==> src/rtl/game_pkg.sv <==
// rtl/game_pkg.sv - shared types, constants and LFSR step for the pattern generator
package game_pkg;

    typedef enum logic [1:0] {
        IDLE = 2'd0,
        LOAD = 2'd1,
        SHOW = 2'd2
    } state_t;

    localparam logic [7:0] LFSR_TAPS = 8'hB8;
    localparam logic [2:0] MAX_LEVEL = 3'd7;

    // Galois form: shift right, fold the taps back in when a one falls off bit 0.
    function automatic logic [7:0] galois_step(input logic [7:0] cur, input logic [7:0] taps);
        logic [7:0] shifted;
        shifted = {1'b0, cur[7:1]};
        return cur[0] ? (shifted ^ taps) : shifted;
    endfunction

endpackage

==> src/rtl/lfsr8.sv <==
// rtl/lfsr8.sv - 8-bit Galois LFSR that advances one step when step is high
module lfsr8 import game_pkg::*; #(
    parameter logic [7:0] SEED = 8'hA5,
    parameter logic [7:0] TAPS = LFSR_TAPS
) (
    input  logic       CLK,
    input  logic       RST,
    input  logic       step,
    output logic [7:0] q
);

    // An all-zero state would lock the register, so it is never used as a seed.
    localparam logic [7:0] SEED_EFF = (SEED == 8'h00) ? 8'h01 : SEED;

    always_ff @(posedge CLK) begin
        if (RST) begin
            q <= SEED_EFF;
        end else if (step) begin
            q <= galois_step(q, TAPS);
        end
    end

endmodule

==> src/rtl/led_pattern_gen.sv <==
// rtl/led_pattern_gen.sv - round FSM, display timer and level counter; LED_LEVEL_SPEEDUP_EN shrinks the window per level
module led_pattern_gen import game_pkg::*; #(
    parameter int unsigned HOLD_CYCLES = 100_000_000,
    parameter logic [7:0]  SEED        = 8'hA5
) (
    input  logic       CLK,
    input  logic       RST,
    input  logic       START,
    input  logic       HIT,
    output logic [7:0] LEDS,
    output logic       ROUND_ACTIVE,
    output logic       MISS,
    output logic [2:0] LEVEL
);

    localparam int unsigned TW = $clog2(HOLD_CYCLES + 1);
    localparam logic [TW-1:0] HOLD_W = TW'(HOLD_CYCLES);
    localparam logic [TW-1:0] ONE_W  = TW'(1);

    state_t        state;
    state_t        state_next;
    logic          start_q;
    logic          start_rise;
    logic          lfsr_step;
    logic [7:0]    lfsr_q;
    logic [TW-1:0] timer;
    logic [TW-1:0] window;

    assign start_rise = START & ~start_q;

    // The LFSR advances on the edge entering LOAD, so during LOAD its output
    // already holds the fresh pattern that LEDS captures on the way into SHOW.
    assign lfsr_step = ((state == IDLE) && start_rise) || ((state == SHOW) && HIT);

    lfsr8 #(
        .SEED (SEED),
        .TAPS (LFSR_TAPS)
    ) u_lfsr (
        .CLK  (CLK),
        .RST  (RST),
        .step (lfsr_step),
        .q    (lfsr_q)
    );

`ifdef LED_LEVEL_SPEEDUP_EN
    logic [TW-1:0] shifted;
    assign shifted = HOLD_W >> LEVEL;
    assign window  = (shifted == '0) ? ONE_W : shifted;
`else
    assign window = HOLD_W;
`endif

    always_ff @(posedge CLK) begin
        if (RST) begin
            state <= IDLE;
        end else begin
            state <= state_next;
        end
    end

    always_comb begin
        state_next = state;
        case (state)
            IDLE: begin
                if (start_rise) begin
                    state_next = LOAD;
                end
            end
            LOAD: begin
                state_next = SHOW;
            end
            SHOW: begin
                if (HIT) begin
                    state_next = LOAD;
                end else if (timer == '0) begin
                    state_next = IDLE;
                end
            end
            default: begin
                state_next = IDLE;
            end
        endcase
    end

    assign ROUND_ACTIVE = (state == SHOW);

    always_ff @(posedge CLK) begin
        if (RST) begin
            start_q <= 1'b0;
            LEDS    <= '0;
            MISS    <= 1'b0;
            LEVEL   <= '0;
            timer   <= '0;
        end else begin
            start_q <= START;
            MISS    <= 1'b0;
            case (state)
                IDLE: begin
                    LEDS <= '0;
                end
                LOAD: begin
                    LEDS  <= lfsr_q;
                    timer <= window - ONE_W;
                end
                SHOW: begin
                    // A hit on the last window cycle still counts as a hit.
                    if (HIT) begin
                        if (LEVEL != MAX_LEVEL) begin
                            LEVEL <= LEVEL + 3'd1;
                        end
                    end else if (timer == '0) begin
                        MISS  <= 1'b1;
                        LEDS  <= '0;
                        LEVEL <= '0;
                    end else begin
                        timer <= timer - ONE_W;
                    end
                end
                default: begin
                    LEDS <= '0;
                end
            endcase
        end
    end

endmodule
==> config.mk <==
export PLATFORM = sky130hd
export DESIGN_NAME = led_pattern_gen
export DESIGN_NICKNAME = d
export VERILOG_FILES = /design/src/rtl/game_pkg.sv /design/src/rtl/lfsr8.sv /design/src/rtl/led_pattern_gen.sv
export SDC_FILE = /design/constraint.sdc
export NUM_CORES = 1
export LEC_CHECK = 0
export CORE_MARGIN = 2
export CORE_UTILIZATION = 57
export DETAILED_ROUTE_END_ITERATION = 8
export GPL_TIMING_DRIVEN = 0
export PLACE_DENSITY_LB_ADDON = 0.08
export SYNTH_ARGS = -nofsm -noshare
export SYNTH_HDL_FRONTEND = slang
export SYNTH_SLANG_ARGS = --single-unit
==> constraint.sdc <==
create_clock -name CLK -period 2.8 [get_ports CLK]
set_input_delay 0.42 -clock CLK [delete_from_list [all_inputs] [get_ports CLK]]
set_output_delay 0.42 -clock CLK [all_outputs]
set_load 0.05 [all_outputs]
==> metrics.csv <==
metric,value,unit
run status,completed,
register area share after synthesis,44.2,%
RSZ-0062 raised after global routing,false,
cell internal pwr,0.00107,W
asr flop ratio synth,0,%
worst-margin pin slew,0.567,ns
share of cells above drive strength 1,8.82,%
RR Endpoint,LEDS[6]$_SDFFE_PP0P_,
largest net degree at the start of global routing,18,
number of max-cap violations,0,
clock edge transition at the registers on the reported setup and hold paths,0.09,ns
number of global-route vias before repair,1755,
Global Route Usage Sum,24.2,%
Hold Path Depth,1,
vias per cell,5.98,
period utilization,95.8,%
NetSw,0.000494,W
leakage,0.925,nW
DRT iter0 DRCs,88,
gate count after technology mapping,248,
startpoint types,register,
DRT Pass-1 Iters,4,
initial antenna violation count,0,
Synth Area in Simple Gates,24.6,%
post-synthesis compound-gate area fraction,21.8,%
die width,67.1,um
core area,3740,sq um
share of the synthesized area in the top cell type,44.2,%
Placer Congestion,0.804,
HP Start,LEDS[5]$_SDFFE_PP0P_,
largest family of logic cells by synthesized area,simple AND/OR/NAND/NOR gates,
Pwr Density,601,nW/um^2
global-route wire length before repair,8130,um
fmax,373,MHz
maximum VDD drop,0.000444,V
Comb pwr share,20.7,%
crit path time final,2.68,ns
total number of H-tree levels,2,
"Distinct cells, synth",46,
Flop pwr share,51.5,%
Fill cells,323,
Initial Util,60.5,%
Die Y,67.1,um
# rows,22,
"Slew Viols, Final",0,
grt ovf,0,
number of synthesized flops with an enable pin,0,
Synth Flop Type,dfxtp_1,
reg2reg start,timer[0]$_SDFFE_PP0P_,
Worst Path Required,3.01,ns
hold path endpoint,LEDS[5]$_SDFFE_PP0P_,
average routed wire per standard cell,14.8,um
Rel. slew slack,62.0,%
die area,4500,sq um
Clock Latency Late Sink,0.31,ns
CTS tree,built,
Reg2Reg Setup Slack,0.12,ns
total number of yosys warnings,0,
CTS Buffer Depth,2,
worst min path class,register to register,
cell area after synthesis,2270,sq um
syn avg cell area,9.14,sq um
root buf cell,clkbuf_8,
DRC,0,
crit path kind,register to register,
switching share of power,31.6,%
clock skew,0.00485,ns
global routing usage on met2,39.1,%
"area leader, netlist",dfxtp_1,
Worst EP arrival,2.89,ns
diodes inserted,0,
synth top area cells,"dfxtp_1 (44%), or3_1 (4.1%), a31oi_1 (3.3%)",
# port buffers,16,
post-route setup TNS,0,ns
grt met1 use,30.3,%
Area Overhead vs Synth,14.7,%
Fin. Hold Viols,0,
"Setup violations, final",0,
crit-path max FO,8,
CTS sink cnt,50,
Post-DRT Antenna Nets,0,
adder-cell share of the synthesized area,1.66,%
Vias,1912,
grt peak-use layer,met2,
XOR/XNOR share of the synthesized area,3.09,%
Post-synth top cells,"dfxtp_1 (50), nor2_1 (18), or3_1 (15)",
Post-Route WL,4740,um
worst r2r path cells,7,
Synth Register Bits,50,
post-synthesis net count,255,
I/O Pins,17,
Crit. End Element,register,
Hold Slack,0.493,ns
CTS buffer count,5,
M3 GR Usage,6.25,%
most frequent cell after synthesis,dfxtp_1,
mux share of post-synthesis cell area,1.33,%
clock power share,27.8,%
HPWL after DPL,3290,um
Total Nets Final,278,
==> final cells by class <==
type | instances | area (sq um) | share of cell area (%)
timing repair buffer | 16 | 160 | 6.16
clock buffer | 5 | 68.8 | 2.65
sequential | 50 | 1000 | 38.5
multi-input combinational | 181 | 1210 | 46.4
buffer | 14 | 66.3 | 2.55
clock inverter | 3 | 25.0 | 0.963
tap | 48 | 60.1 | 2.31
inverter | 3 | 11.3 | 0.433
==> metrics by stage <==
step / cell area, sq um / worst slack [ns] / std cells / util, % / power (W)
detailed placement: 2490 / 0.0753 / 312 / 66.4 / 0.00113
CTS: 2580 / 0.0255 / 320 / 68.9 / 0.00156
global placement: 2490 / 0.124 / 312 / 66.4 / 0.00112
global route: 2600 / 0.00892 / 320 / 69.4 / 0.00164
finish: 2600 / 0.116 / 320 / 69.4 / 0.00156
floorplan: 2270 / 0.324 / 248 / - / 0.00105
==> timing repair <==
item	in CTS	in global routing
hold endpoints to repair	0	0
hold buffers	0	0
buffers inserted	0	0
setup endpoints to repair	0	22
gates resized for setup	0	3
==> worst max-delay path by stage <==
stage	start	endpoint	cells past startpoint	slack, ns
3_3_place_gp	timer[0]$_SDFFE_PP0P_	LEDS[1]$_SDFFE_PP0P_	7	0.12
6_report	timer[0]$_SDFFE_PP0P_	LEDS[6]$_SDFFE_PP0P_	7	0.12
4_1_cts	timer[0]$_SDFFE_PP0P_	timer[23]$_SDFFE_PP0P_	7	0.03
5_1_grt	timer[0]$_SDFFE_PP0P_	timer[6]$_SDFFE_PP0P_	9	0.009
2_1_floorplan	timer[0]$_SDFFE_PP0P_	LEDS[0]$_SDFFE_PP0P_	7	0.32
3_5_place_dp	timer[0]$_SDFFE_PP0P_	timer[21]$_SDFFE_PP0P_	7	0.08
==> critical path: stages, from the launching register on <==
cell and delay, ns:
dfxtp_1 0.38, inv_1 0.08, ha_1 0.20, or4b_4 0.51, or4_4 0.57, or3_4 0.42, nor3b_4 0.20, a22o_1 0.24
==> power groups by stage <==
stage	clock, W	combinational [W]	sequential, W
2_1_floorplan	0	0.000226	0.000823
3_3_place_gp	0	0.000305	0.000817
3_5_place_dp	0	0.000309	0.000819
4_1_cts	0.000445	0.000313	0.000802
5_1_grt	0.000469	0.000359	0.000811
6_report	0.000434	0.000324	0.000804
==> cells by family (layout without fill, tap and decap cells) <==
logic type | after synthesis | count (layout)
xor gates and xnor gates | 8 | 8
DFF | 50 | 50
buffers and inverters | 17 | 41
and+or+nand+nor | 94 | 94
muxes | 3 | 3
adders and majority gates | 3 | 3
AOI/OAI and AO/OA | 73 | 73
==> metal layers <==
layer | share of wire, % | wire [um]
met5 | 0 | 0
met4 | 1.4 | 65
met2 | 45 | 2150
met3 | 4.1 | 195
met1 | 49 | 2320
==> flip-flops by register name (all words and copies together), names as in the netlist <==
name / count
timer: 27
LEVEL: 3
LEDS: 8
MISS: 1
state: 2
start_q: 1
u_lfsr.q: 8
==> cells in the final DEF (no fill, tap or decap), types with 2 or more instances in the layout <==
cell             count
dfxtp_1             50
nor2_1              18
clkdlybuf4s50_1     16
or3_1               15
o21ai_0             14
a21oi_1             13
nor3_1              12
a31oi_1             12
clkbuf_1             9
or4_1                8
a22o_1               8
o31ai_1              7
nor2b_1              7
nand2b_1             6
nand2_1              6
nand3_1              6
a211oi_1             5
xor2_1               5
clkbuf_8             5
inv_1                3
or2_2                3
mux2i_1              3
a211o_1              3
o211ai_1             3
xnor2_1              3
ha_1                 3
buf_2                2
nor4_1               2
nand4_1              2
Power figures use the tool's default switching activity.
